### src/rtl/d_sram_bridge_pkg.sv
// rtl/d_sram_bridge_pkg.sv - shared encodings for the data-side sram-to-bus bridge
package d_sram_bridge_pkg;

    typedef enum logic [1:0] {
        IDLE = 2'd0,
        REQ  = 2'd1,
        WAIT = 2'd2,
        DONE = 2'd3
    } bridgeState_t;

    localparam logic [1:0] SIZE_B = 2'd0;
    localparam logic [1:0] SIZE_H = 2'd1;
    localparam logic [1:0] SIZE_W = 2'd2;

    // Clears the segment bits of kseg0/kseg1 addresses to reach physical space.
    localparam logic [31:0] KSEG_MASK = 32'h1FFF_FFFF;

    function automatic logic isKseg01(input logic [31:0] a);
        return (a[31:29] == 3'b100) || (a[31:29] == 3'b101);
    endfunction

endpackage

### src/rtl/d_sram_size_map.sv
// rtl/d_sram_size_map.sv - byte strobes and core address to bus direction, size and address
module d_sram_size_map
    import d_sram_bridge_pkg::*;
#(
    parameter bit MAP_KSEG = 1'b1
) (
    input  logic [3:0]  byteStrobe,
    input  logic [31:0] coreAddr,
    output logic        isWrite,
    output logic [1:0]  size,
    output logic [31:0] busAddr
);

    always_comb begin
        isWrite = |byteStrobe;
        // Unsupported strobe patterns fall back to a word write so the bus still completes.
        case (byteStrobe)
            4'b0001, 4'b0010, 4'b0100, 4'b1000: size = SIZE_B;
            4'b0011, 4'b1100:                   size = SIZE_H;
            default:                            size = SIZE_W;
        endcase
        busAddr = (MAP_KSEG && isKseg01(coreAddr)) ? (coreAddr & KSEG_MASK) : coreAddr;
    end

endmodule

### src/rtl/d_sram_bridge.sv
// rtl/d_sram_bridge.sv - single-cycle sram data port to split-handshake bus bridge
module d_sram_bridge
    import d_sram_bridge_pkg::*;
#(
    parameter bit MAP_KSEG = 1'b1
) (
    input  logic        clk,
    input  logic        rst,
    input  logic        sig_en,
    input  logic [3:0]  sig_write,
    input  logic [31:0] addr,
    input  logic [31:0] wdata,
    output logic [31:0] rdata,
    output logic        d_stall,
    input  logic        longest_stall,
    output logic        data_req,
    output logic        data_wr,
    output logic [1:0]  data_size,
    output logic [31:0] data_addr,
    output logic [31:0] data_wdata,
    input  logic        data_addr_ok,
    input  logic        data_data_ok,
    input  logic [31:0] data_rdata
);

    bridgeState_t state;
    logic         mapWr;
    logic [1:0]   mapSize;
    logic [31:0]  mapAddr;

    d_sram_size_map #(.MAP_KSEG(MAP_KSEG)) sizeMap (
        .byteStrobe (sig_write),
        .coreAddr   (addr),
        .isWrite    (mapWr),
        .size       (mapSize),
        .busAddr    (mapAddr)
    );

    always_ff @(posedge clk) begin
        if (rst) begin
            state      <= IDLE;
            rdata      <= 32'd0;
            data_req   <= 1'b0;
            data_wr    <= 1'b0;
            data_size  <= 2'd0;
            data_addr  <= 32'd0;
            data_wdata <= 32'd0;
        end else begin
            case (state)
                IDLE: begin
                    if (sig_en) begin
                        state      <= REQ;
                        data_req   <= 1'b1;
                        data_wr    <= mapWr;
                        data_size  <= mapSize;
                        data_addr  <= mapAddr;
                        data_wdata <= wdata;
                    end
                end
                REQ: begin
                    if (data_addr_ok) begin
                        data_req <= 1'b0;
                        if (data_data_ok) begin
                            state <= DONE;
                            if (!data_wr) rdata <= data_rdata;
                        end else begin
                            state <= WAIT;
                        end
                    end
                end
                WAIT: begin
                    if (data_data_ok) begin
                        state <= DONE;
                        if (!data_wr) rdata <= data_rdata;
                    end
                end
                // Park here while the rest of the pipeline is frozen so the held access is not replayed.
                DONE: begin
                    if (!longest_stall) state <= IDLE;
                end
                default: state <= IDLE;
            endcase
        end
    end

    assign d_stall = ((state == IDLE) && sig_en) || (state == REQ) || (state == WAIT);

endmodule

### config.mk
export PLATFORM = sky130hd
export DESIGN_NAME = d_sram_bridge
export DESIGN_NICKNAME = d
export VERILOG_FILES = /design/src/rtl/d_sram_bridge_pkg.sv /design/src/rtl/d_sram_size_map.sv /design/src/rtl/d_sram_bridge.sv
export SDC_FILE = /design/constraint.sdc
export NUM_CORES = 1
export LEC_CHECK = 0
export CELL_PAD_IN_SITES_DETAIL_PLACEMENT = 1
export CELL_PAD_IN_SITES_GLOBAL_PLACEMENT = 1
export CORE_MARGIN = 5
export CORE_UTILIZATION = 25
export DETAILED_ROUTE_END_ITERATION = 8
export DONT_BUFFER_PORTS = 1
export GPL_TIMING_DRIVEN = 0
export HOLD_SLACK_MARGIN = 0.05
export PLACE_DENSITY_LB_ADDON = 0.1
export SYNTH_ARGS = -nofsm -noshare
export SYNTH_HDL_FRONTEND = slang
export SYNTH_HIERARCHICAL = 1
export SYNTH_SLANG_ARGS = --single-unit
### constraint.sdc
create_clock -name clk -period 2 [get_ports clk]
set_clock_uncertainty 0.15 [all_clocks]
set_input_delay 0.3 -clock clk [delete_from_list [all_inputs] [get_ports clk]]
set_output_delay 0.3 -clock clk [all_outputs]
set_load 0.005 [all_outputs]
# Yosys cells after proc, flatten, opt, wreduce, memory -nomap -nowiden
# Index checks and enable logic that the tools add are counted.
# word_totals
ff_bits,102
inputBits,106
output_inout_bits,101
wordCells,51
# op_classes
n_eq_ne,15
n_mux,15
n_reduce_logical,14
# ops
cell,count
32-bit 2-to-1 mux,4
32-bit case mux with 2 select lines,1
4-bit by 2-bit == test with 1-bit output (second input constant),2
4-bit == test (second input constant),2
2-bit 2-to-1 mux,4
2-bit != test (second input constant),4
2-bit case mux with 4 select lines,1
4-bit OR reduction,2
3-bit == test (second input constant),2
2-bit == test (second input constant),2
4-bit by 1-bit == test with 1-bit output (second input constant),1
4-bit by 3-bit == test with 1-bit output (second input constant),1
2-bit case mux with 2 select lines,1
2-bit AND reduction,2
4-bit AND reduction,1
2-bit nonzero test,2
1-bit logical OR,3
1-bit 2-to-1 mux,3
3-bit AND reduction,1
2-bit by 1-bit == test with 1-bit output (second input constant),1
2-bit zero test,1
1-bit case mux with 2 select lines,1
2-bit OR reduction,1
1-bit logical AND,1

# Longest topological paths before layout
# Gate-level depths: netlist of the first run.
# depth
ltp_word,4
mapped_depth,8
mapped_depth_nobuf,6

# Modules after synthesis
# The synthesis of the first run kept the hierarchy.
# modules_own_cells
module,instances,cells_each,area_per_inst_um2,seq_area_each_um2
d_sram_bridge,1,459,3906.2,2042.0
d_sram_size_map,1,39,277.8,0.0

# Worst setup path after synthesis of the first run
# Ideal clock, no wire load.
# synth_timing
kind,register -> output
start,register state[0]
end,output port d_stall
t_arrival_ns,1.204
required_ns,1.550
setup_slack_ns,0.346
stages_incl_launch_ff,6
n_path_buf,1
cell_sequence,dfxtp_1 inv_1 ha_1 nand2_1 clkbuf_1 nand3_1
# synth_via
elab_chain_len,4
elab_cells_between_ends,6
cone_classes,eq/ne (2); reduce/logical (4)
# synth_rtl
item,line_no,text
"start, declared",d_sram_bridge.sv:26,bridgeState_t state;
"start signal, assigned",d_sram_bridge.sv:41,state <= IDLE;
"start signal, assigned",d_sram_bridge.sv:52,state <= REQ;
"start signal, assigned",d_sram_bridge.sv:64,state <= DONE;
2-bit zero test,d_sram_bridge.sv:86,assign d_stall = ((state == IDLE) && sig_en) || (state == REQ) || (state == WAIT);
1-bit logical AND,d_sram_bridge.sv:86,
1-bit logical OR,d_sram_bridge.sv:86,
1-bit logical OR (*),d_sram_bridge.sv:86,
"end, declared",d_sram_bridge.sv:14,"output logic d_stall,"
# Every way passes the cells marked *; elsewhere a longest branch is shown, timed or not.

# Worst setup path in the final report of the first run
# Same ends and word-level chain as after synthesis.

==> qor.txt, run 1 <==
ROUTING
----------------------------------------------------------------------------------------
Number of antenna-violating nets in the routed design                                  0
Post-detailed-route wirelength per cell                                          16.5 um
1st-iter DRT viols                                                                   140
Post-route DRC violation count                                                         0
DRT Wirelength                                                                   13.7 mm
Number of search-and-repair iterations in the first detailed-routing pass              4
Via density                                                                         4.40
Vias                                                                                3656

RUN STATUS
----------------------------------------------------------------------------------------
Status                                                                      finished clean

LOGIC SYNTHESIS
----------------------------------------------------------------------------------------
Cells taking the most area after synthesis                                  dfxtp_1, nand2_1, a21oi_1
Mean area per synthesized cell                                                 8.40 um^2
Post-synth top area cell                                                         dfxtp_1
Top flip-flop cell by instance count after synthesis                             dfxtp_1
Post-synth ARST share                                                                 0%
Post-synth EDFFs                                                                       0
Post-synthesis cell count                                                            498
Share of the synthesized area in the top cell type                                 48.8%
Most frequent cell after synthesis                                               nand2_1
Synthesis-stage register bit count                                                   102
Number of nets in the synthesized netlist                                            609
Synth unique cells                                                                    29
Yosys warnings                                                                         6
Combined area of all synthesized cells                                         4180 um^2
Most common library cells after synthesis                                   nand2_1, dfxtp_1, a21oi_1, buf_4
Sequential element share of the synthesized area                                   48.8%

SETUP PATH
----------------------------------------------------------------------------------------
Critical path, cell by cell                                                 inv_1, ha_4, nand2_4, clkbuf_8, nand3_1
Gate family responsible for the most delay along the worst path               flip-flops
Worst-path cell with the longest stage delay                                     dfxtp_2
Critical path class                                                           reg -> out
Data arrival time of the worst path                                              1430 ps
Buffers and inverters on the worst path                                                2
Critical Path RT                                                                 1550 ps
Max FO, Critical Path                                                                 10
Worst Setup Start Kind                                                         flip-flop
Slowest cell delay on critical path                                               370 ps
Critical path capture point type                                             output port

POWER
----------------------------------------------------------------------------------------
Portion of total power attributed to combinational logic                           30.6%
Part of the total power dissipated in sequential elements                          42.5%
Clock power frac                                                                   26.9%
NetSw                                                                            2.26 mW
Net switching share of the total power                                             34.8%
Cell leakage power                                                               2.13 nW
Power per cell area                                                         1130 nW/um^2
Internal power                                                                   4.24 mW
Worst ir drop on vdd                                                            0.464 mV

DIE
----------------------------------------------------------------------------------------
Total I/O pin count                                                                  207
Die width                                                                         139 um
Floorplan die height                                                              139 um
Starting density of the core                                                       25.3%
CORE AREA                                                                     16500 um^2
Core Rows                                                                             47
Full die area                                                                 19400 um^2

FINISH
----------------------------------------------------------------------------------------
Share of final-layout standard cells stronger than drive strength 1                21.8%
# diodes                                                                               0
Cell Count, Final, Fillers Out                                                       831
Fin nets                                                                             717
Final cell area excluding filler cells                                         5760 um^2
Area growth from synthesis to layout                                               37.6%

CLOCK NETWORK
----------------------------------------------------------------------------------------
CTS clk-pin slew, worst paths                                                      70 ps
Max H-tree Level                                                                       3
Number of CTS-inserted buffers                                                         9
Cell at the root of the clock tree                                             clkbuf_16
Total clock sinks                                                                    102
Later-pin clock latency in the skew report                                        350 ps
Buffer depth of the longest clock path                                                 2
CTS tree                                                                             yes

GLOBAL ROUTING
----------------------------------------------------------------------------------------
Pin count of the biggest net entering global routing                                  17
Via count of the first global-routing pass                                          3949
Antenna violations before repair                                                       0
Residual overflow from global routing                                                  0
Total global-route track usage                                                     14.0%
Wire length of the first global-routing pass                                     21.5 mm

TIMING
----------------------------------------------------------------------------------------
Setup repair after global routing missed its margin                                false
Total count of hold-check failures in the final report                                 0
Crit path time final                                                             1880 ps
Highest achievable clock rate                                                  0.532 GHz
Slew headroom                                                                      51.9%
Max-slew violation total from the final report                                         0
Final period utilization                                                           94.0%
Final Setup Violations                                                                 0
Slew at the pin closest to its max-slew limit                                     721 ps

PLACEMENT
----------------------------------------------------------------------------------------
Global placement routability congestion                                            0.696
# placed instances                                                                   718
Instance area at placement                                                     4460 um^2
Sum of net half-perimeters after detailed placement                              10.0 mm
Number of buffer cells added on primary ports                                          0

RUN
----------------------------------------------------------------------------------------
Max capacitance violation total                                                        0

WORST HOLD PATH
----------------------------------------------------------------------------------------
Class of the worst hold path                                                   in -> reg

-- worst paths after layout --
path	start	end	slack, ps	depth (start not counted)
max	state[0]	d_stall	120	5
min	addr[29]	data_addr[29]	70	3
max reg2reg	state[0]	data_addr[20]	250	6
min reg2reg	data_wdata[1]	data_wdata[1]	330	2
-- state kept, by name (all words and copies together) (netlist names) --
register	count
data_wdata	32
data_addr	32
data_req	1
state	2
rdata	32
data_wr	1
data_size	2
-- metrics by stage --
stage               TNS (ps)  worst slack (ps)  util, %  hold slack (ps)  total power [mW]
floorplan                  0               346        -              277              4.08
global placement       -72.0             -72.0     27.0              279              4.55
detailed placement     -84.6             -84.6     27.0              282              4.61
CTS                        0              45.2     34.7             54.8              6.61
global route               0              9.96     34.8             69.6              6.97
finish                     0               119     34.8             69.1              6.50
-- power by group through the flow --
stage                     Combinational, mW  Sequential [mW]  Clock [mW]
after floorplan                        1.40             2.68           0
after global placement                 1.74             2.81           0
after detailed placement               1.80             2.82           0
after CTS                              2.00             2.78        1.84
after global routing                   2.25             2.82        1.90
final                                  1.99             2.76        1.75
-- placed cells by master (no fill, tap or decap), types with 2 or more instances in the layout --
| cell | netlist | final |
|---|---|---|
| ha_1 | 5 | 4 |
| dfxtp_2 | 0 | 2 |
| mux2i_1 | 2 | 2 |
| dfxtp_1 | 102 | 100 |
| buf_2 | 10 | 10 |
| clkbuf_1 | 8 | 7 |
| buf_4 | 32 | 33 |
| buf_6 | 3 | 3 |
| buf_1 | 6 | 6 |
| a21oi_1 | 71 | 71 |
| and2_1 | 2 | 2 |
| dlygate4sd3_1 | 0 | 96 |
| nand2_1 | 171 | 170 |
| a21oi_2 | 30 | 30 |
| buf_12 | 4 | 4 |
| clkbuf_16 | 0 | 9 |
| inv_1 | 5 | 4 |
| clkinv_4 | 0 | 2 |
| nor2_1 | 4 | 4 |
| nand2_2 | 30 | 30 |
| clkbuf_8 | 0 | 4 |
-- worst reg2reg max path, delay by kind of cell (launching register included) --
kind,cells,cell delay (ps)
AO/OA/AOI/OAI,1,160
flip-flops,1,370
adder cells (fa/ha/maj),1,200
AND/OR/NAND/NOR,2,220
buffers and inverters,2,590
-- per-layer routing --
layer | up-vias | track usage (%) | part of all wire [%]
met2 | 121 | 23.2 | 49
li1 | 1780 | - | -
met1 | 1733 | 15.2 | 39
met3 | 22 | 6.11 | 9.5
met5 | - | 0 | 0
met4 | 0 | 6.80 | 2.8
-- cell type report --
class,count,area [um^2]
multi-input cells,328,1690
flip-flops and latches,102,2040
repair buffers,97,968
clock inverters,4,30.0
inverters,5,18.8
fillers,1918,10800
well taps,220,275
plain buffers,63,467
clock buffers,12,267
-- cells by family after synthesis --
logic type | synth area share (%)
AOI/OAI and AO/OA | 15.7
xor gates and xnor gates | 0.209
adders and majority gates | 1.50
buffers and inverters | 11.4
DFF | 48.8
muxes | 0.478
and+or+nand+nor | 21.9
-- timing repair --
item,4_1_cts,5_1_grt
setup buffers,0,1
pin swaps,1,1
hold buffers,96,0
endpoints found under the hold margin,95,0
gates resized for setup,8,2
endpoints found under the setup margin,14,8
(Power assumes the default switching activity.)
==> run 2: changes to the inputs <==
--- a/config.mk
+++ b/config.mk
@@ -5,9 +5,10 @@
 export SDC_FILE = /design/constraint.sdc
 export NUM_CORES = 1
 export LEC_CHECK = 0
+export ABC_AREA = 1
 export CELL_PAD_IN_SITES_DETAIL_PLACEMENT = 1
 export CELL_PAD_IN_SITES_GLOBAL_PLACEMENT = 1
-export CORE_MARGIN = 5
+export CORE_MARGIN = 2
 export CORE_UTILIZATION = 25
 export DETAILED_ROUTE_END_ITERATION = 8
 export DONT_BUFFER_PORTS = 1
==> run 2 against run 1 <==
Die area is 12% lower. Synthesized cell count is 5.0% higher. Final area is 6.1% lower. Final cell count is 0.24% higher. Sequential share of layout area is 2.3 points higher. Hold slack worse by 10 ps. Core utilization is 0.69 points lower. Worst setup slack worse by 28 ps. Register-to-register slack worse by 70 ps. Combinational power is 5% higher. Flip-flop and latch count stayed put. Critical path type unchanged.
==> qor.txt, run 2 <==
CLOCK NETWORK
----------------------------------------------------------------------------------------
Buffers inserted during post-CTS setup optimization                                    0
Buffer depth of the longest clock path                                                 2
CTS clk-pin slew, worst paths                                                      70 ps
CTS tree                                                                             yes
Total clock sinks                                                                    102
Max H-tree Level                                                                       3
Number of CTS-inserted buffers                                                         9
Cell at the root of the clock tree                                             clkbuf_16
Later-pin clock latency in the skew report                                        350 ps

FINISH
----------------------------------------------------------------------------------------
Most frequent cells in the layout                                           nor2_1, dfxtp_1, dlygate4sd3_1, o21ai_1, o21ai_0
Final core utilization                                                             34.2%
Final cell area excluding filler cells                                         5410 um^2
Leading cell type in the layout, fill and taps excluded                           nor2_1
Fillcell total                                                                      1900
Area growth from synthesis to layout                                               34.3%
Largest regs                                                                data_addr: 32 flops, data_wdata: 32 flops, rdata: 32 flops
Share of final-layout standard cells stronger than drive strength 1                12.5%
Fin nets                                                                             723
# diodes                                                                               0

GLOBAL ROUTING
----------------------------------------------------------------------------------------
Via count of the first global-routing pass                                          3676
Total global-route track usage                                                     14.5%
Pin count of the biggest net entering global routing                                  17
Antenna violations before repair                                                       0
Wire length of the first global-routing pass                                     18.9 mm
Residual overflow from global routing                                                  0

DIE
----------------------------------------------------------------------------------------
Starting density of the core                                                       25.4%
Floorplan die height                                                              131 um
CORE AREA                                                                     15800 um^2
Full die area                                                                 17100 um^2
Core Rows                                                                             46
Die width                                                                         131 um
Total I/O pin count                                                                  207

LOGIC SYNTHESIS
----------------------------------------------------------------------------------------
Cells taking the most area after synthesis                                  dfxtp_1, nor2_1, o21ai_1
Yosys warnings                                                                         6
Most common library cells after synthesis                                   nor2_1, dfxtp_1, o21ai_1, o21ai_0, buf_4
Mean area per synthesized cell                                                 7.70 um^2
Post-synthesis cell count                                                            523
Post-synth top area cell                                                         dfxtp_1
Top flip-flop cell by instance count after synthesis                             dfxtp_1
Sequential element share of the synthesized area                                   50.7%
Post-synth EDFFs                                                                       0
Post-synth ARST share                                                                 0%
Combined area of all synthesized cells                                         4030 um^2
Most frequent cell after synthesis                                                nor2_1
Share of the synthesized area in the top cell type                                 50.7%
Synth unique cells                                                                    24
Number of nets in the synthesized netlist                                            634
Synthesis-stage register bit count                                                   102

TIMING
----------------------------------------------------------------------------------------
Crit path time final                                                             1910 ps
Highest achievable clock rate                                                  0.524 GHz
Setup repair after global routing missed its margin                                false
Slew at the pin closest to its max-slew limit                                     474 ps
Final period utilization                                                           95.4%
Slew headroom                                                                      68.4%
Worst-case hold slack                                                            58.9 ps
Aggregate negative setup slack                                                      0 ps
Max-slew violation total from the final report                                         0
Total count of hold-check failures in the final report                                 0
Final Setup Violations                                                                 0

ROUTING
----------------------------------------------------------------------------------------
Post-detailed-route wirelength per cell                                          15.4 um
Post-route DRC violation count                                                         0
DRT Wirelength                                                                   12.8 mm
Via density                                                                         4.31
Vias                                                                                3589
Number of antenna-violating nets in the routed design                                  0
1st-iter DRT viols                                                                    83
Number of search-and-repair iterations in the first detailed-routing pass              4

POWER
----------------------------------------------------------------------------------------
Power per cell area                                                         1300 nW/um^2
Worst ir drop on vdd                                                            0.467 mV
Cell leakage power                                                               2.24 nW
Overall power after layout                                                       7.04 mW

WORST HOLD PATH
----------------------------------------------------------------------------------------
Class of the worst hold path                                                   in -> reg
Min-Delay Startpoint                                                            addr[30]

SETUP PATH
----------------------------------------------------------------------------------------
Critical path, cell by cell                                                 inv_1, ha_1, nand2_4, clkbuf_8, nand2_1
Max FO, Critical Path                                                                 10
Critical path class                                                           reg -> out
Data arrival time of the worst path                                              1460 ps
Startpoint of the lowest-slack register-to-register path                        state[0]
Critical path capture point type                                             output port
Worst-path cell with the longest stage delay                                     dfxtp_2
Critical Path RT                                                                 1550 ps
Startpoint of the worst setup timing path                                       state[0]
Worst Setup Start Kind                                                         flip-flop
Slowest cell delay on critical path                                               380 ps

RUN STATUS
----------------------------------------------------------------------------------------
Status                                                                      finished clean

PLACEMENT
----------------------------------------------------------------------------------------
Global placement routability congestion                                            0.733
Number of buffer cells added on primary ports                                          0
Sum of net half-perimeters after detailed placement                              9.27 mm
Instance area at placement                                                     4300 um^2

RUN
----------------------------------------------------------------------------------------
Max capacitance violation total                                                        0

-- run 2: changes by cell type after synthesis, moves of 30 or more --
cell / change
a21oi_1: -70
a21oi_2: -30
nand2_1: -152
nor2_1: +198
o21ai_0: +49
o21ai_1: +52
-- run 2: power by group --
part	total (mW)	switching, mW	leakage (nW)	internal, mW
sequential	3.14	0.509	0.842	2.63
clock	1.81	0.806	0.142	1.01
combinational	2.09	1.22	1.26	0.864
-- run 2: path summary, 6_finish.rpt --
check                   to  slack, ps  depth (start not counted)
min reg2reg      rdata[21]        360                          2
max                d_stall         90                          5
max reg2reg       rdata[9]        180                          8
min          data_addr[30]         60                          3
-- run 2: repair_timing --
item,4_1_cts,5_1_grt
hold endpoints to repair,78,0
gates resized for setup,5,3
pin swaps,0,1
hold buffers,78,0
setup endpoints to repair,1,7
-- run 2: worst max-delay path: cells and delay by family (launching register included) --
kind,cells,cell delay (ps)
fa+ha+maj,1,270
buf+inv,2,260
simple gates,2,210
flops,1,380
-- run 2: cell type report --
class	count	area, um^2	share of cell area, %
Tap cell	216	270	5.00
Clock buffer	11	243	4.49
Clock inverter	5	58.8	1.09
Multi-Input combinational cell	342	1500	27.8
Sequential cell	102	2040	37.8
Timing Repair Buffer	78	781	14.4
Buffer	61	437	8.08
Inverter	18	67.6	1.25
-- run 2: layer usage --
| metal | up-vias | global-route usage [%] | routed length, um |
|---|---|---|---|
| li1 | 1798 | - | - |
| met1 | 1649 | 16.6 | 5380 |
| met2 | 123 | 23.7 | 5980 |
| met3 | 19 | 6.11 | 1180 |
| met4 | 0 | 6.13 | 273 |
| met5 | - | 0 | 0 |
-- run 2: logic make-up after synthesis --
logic type,count (synthesis),share of synthesized area (%)
fa+ha+maj,5,1.55
buf+inv,79,12.2
flops,102,50.7
simple gates,233,22.5
compound gates,104,13.0
-- run 2: stage by stage --
step	instances	worst slack, ps
final	833	91.5
after global routing	833	9.91
after CTS	833	8.30
after detailed placement	739	52.8
after global placement	739	108
after floorplan	523	422
==> run 3: changes to the inputs <==
--- a/config.mk
+++ b/config.mk
@@ -14,7 +14,7 @@
 export DONT_BUFFER_PORTS = 1
 export GPL_TIMING_DRIVEN = 0
 export HOLD_SLACK_MARGIN = 0.05
-export PLACE_DENSITY_LB_ADDON = 0.1
+export PLACE_DENSITY = 0.6
 export SYNTH_ARGS = -nofsm -noshare
 export SYNTH_HDL_FRONTEND = slang
 export SYNTH_HIERARCHICAL = 1
==> run 3 against run 2 <==
Global-route usage rose by 0.77 points. Critical path type is now reg -> reg. Die area stayed put. Critical path depth is 3 higher. Via count rose by 2.5%. Clock power increased by 6%. Flip-flop and latch count unchanged.
==> qor.txt, run 3 (synthesis gave the netlist of run 2 again) <==
CLOCK NETWORK
----------------------------------------------------------------------------------------
Later-pin clock latency in the skew report                                        340 ps
Total clock sinks                                                                    102
CTS clk-pin slew, worst paths                                                      70 ps
Buffer depth of the longest clock path                                                 2
CTS tree                                                                             yes
Max H-tree Level                                                                       3
Buffers inserted during post-CTS setup optimization                                    0
Number of CTS-inserted buffers                                                         9
Cell at the root of the clock tree                                             clkbuf_16

POWER
----------------------------------------------------------------------------------------
Power per cell area                                                         1330 nW/um^2
Worst ir drop on vdd                                                            0.369 mV
Overall power after layout                                                       7.17 mW
Cell leakage power                                                               2.24 nW

SETUP PATH
----------------------------------------------------------------------------------------
Max FO, Critical Path                                                                 10
Critical path capture point type                                               flip-flop
Worst Setup Start Kind                                                         flip-flop
Critical Path RT                                                                 2080 ps
Data arrival time of the worst path                                              1960 ps
Critical path class                                                           reg -> reg

TIMING
----------------------------------------------------------------------------------------
Crit path time final                                                             1880 ps
Slew at the pin closest to its max-slew limit                                     465 ps
Total count of hold-check failures in the final report                                 0
Final period utilization                                                           93.9%
Highest achievable clock rate                                                  0.532 GHz
Slew headroom                                                                      68.7%
Max-slew violation total from the final report                                         0
Setup repair after global routing missed its margin                                false
Final Setup Violations                                                                 0
Aggregate negative setup slack                                                      0 ps

PLACEMENT
----------------------------------------------------------------------------------------
Global placement routability congestion                                            0.782
Number of buffer cells added on primary ports                                          0
Sum of net half-perimeters after detailed placement                              9.42 mm

FINISH
----------------------------------------------------------------------------------------
Largest regs                                                                data_addr: 32 flops, data_wdata: 32 flops, rdata: 32 flops
Fin nets                                                                             720
Share of final-layout standard cells stronger than drive strength 1                12.7%
Area used by multi-input combinational logic                                   1500 um^2
Fillcell total                                                                      1917
Most frequent cells in the layout                                           nor2_1, dfxtp_1, dlygate4sd3_1, o21ai_1, o21ai_0
Final core utilization                                                             34.0%
Area growth from synthesis to layout                                               33.8%
Leading cell type in the layout, fill and taps excluded                           nor2_1
Combined flip-flop and latch cell area                                         2040 um^2
# diodes                                                                               0

ROUTING
----------------------------------------------------------------------------------------
Number of search-and-repair iterations in the first detailed-routing pass              4
Post-route DRC violation count                                                         0
Vias                                                                                3677
1st-iter DRT viols                                                                    95
Via density                                                                         4.43
DRT Wirelength                                                                   13.4 mm
Post-detailed-route wirelength per cell                                          16.1 um
Number of antenna-violating nets in the routed design                                  0

DIE
----------------------------------------------------------------------------------------
CORE AREA                                                                     15800 um^2
Floorplan die height                                                              131 um
Core Rows                                                                             46
Full die area                                                                 17100 um^2
Die width                                                                         131 um
Total I/O pin count                                                                  207
Starting density of the core                                                       25.4%

GLOBAL ROUTING
----------------------------------------------------------------------------------------
Residual overflow from global routing                                                  0
Total global-route track usage                                                     15.2%
Antenna violations before repair                                                       0
Wire length of the first global-routing pass                                     19.9 mm
Via count of the first global-routing pass                                          3950
Pin count of the biggest net entering global routing                                  17

RUN STATUS
----------------------------------------------------------------------------------------
Status                                                                      finished clean

RUN
----------------------------------------------------------------------------------------
Max capacitance violation total                                                        0

WORST HOLD PATH
----------------------------------------------------------------------------------------
Class of the worst hold path                                                   in -> reg

## run 3: power breakdown
| group | switching (mW) | total [mW] | internal (mW) |
|---|---|---|---|
| clock network | 0.780 | 1.92 | 1.13 |
| logic | 1.25 | 2.10 | 0.855 |
| registers | 0.519 | 3.15 | 2.63 |
## run 3: cell type report
cell class / instances / area share, %
repair buffers: 75 / 13.9
well taps: 216 / 5.02
clock buffers: 11 / 4.51
flip-flops and latches: 102 / 38.0
clock inverters: 5 / 1.51
multi-input cells: 342 / 27.8
inverters: 18 / 1.25
plain buffers: 61 / 7.99
## run 3: final timing paths
| check | start | end | slack, ps | cells past startpoint |
|---|---|---|---|---|
| worst min-delay path | addr[19] | data_addr[19] | 70 | 3 |
| worst max register to register | state[0] | rdata[9] | 120 | 8 |
| worst min register to register | data_wdata[4] | data_wdata[4] | 360 | 2 |
| worst max-delay path | state[0] | rdata[9] | 120 | 8 |
## run 3: critical path: stages (launching register included)
cell and delay (ps):
dfxtp_2 380, inv_1 90, ha_2 340, inv_2 30, nor2_2 80, nand3_2 180
buf_4 250, o21ai_1 180, nor2_1 80
## run 3: metrics by stage
stage | hold slack (ps) | area [um^2] | setup slack [ps] | cells
after detailed placement | 228 | 4300 | 63.7 | 739
final | 69.7 | 5390 | 121 | 830
after global routing | 62.9 | 5390 | 8.05 | 830
after global placement | 222 | 4300 | 125 | 739
after CTS | 50.0 | 5380 | 18.8 | 830
after floorplan | 219 | 4030 | 422 | 523
## run 3: timing repair
| action | CTS | global route |
|---|---|---|
| endpoints found under the hold margin | 75 | 0 |
| endpoints found under the setup margin | 1 | 3 |
| pin swaps | 1 | 0 |
| resized for setup | 5 | 3 |
| hold buffers | 75 | 0 |
## run 3: metal layers
| layer | routed length (um) | vias to the layer above | GRT usage [%] |
|---|---|---|---|
| met1 | 5100 | 1724 | 15.5 |
| met5 | 0 | - | 0 |
| met3 | 1110 | 23 | 5.74 |
| li1 | - | 1800 | - |
| met2 | 6820 | 130 | 27.6 |
| met4 | 342 | 0 | 6.88 |
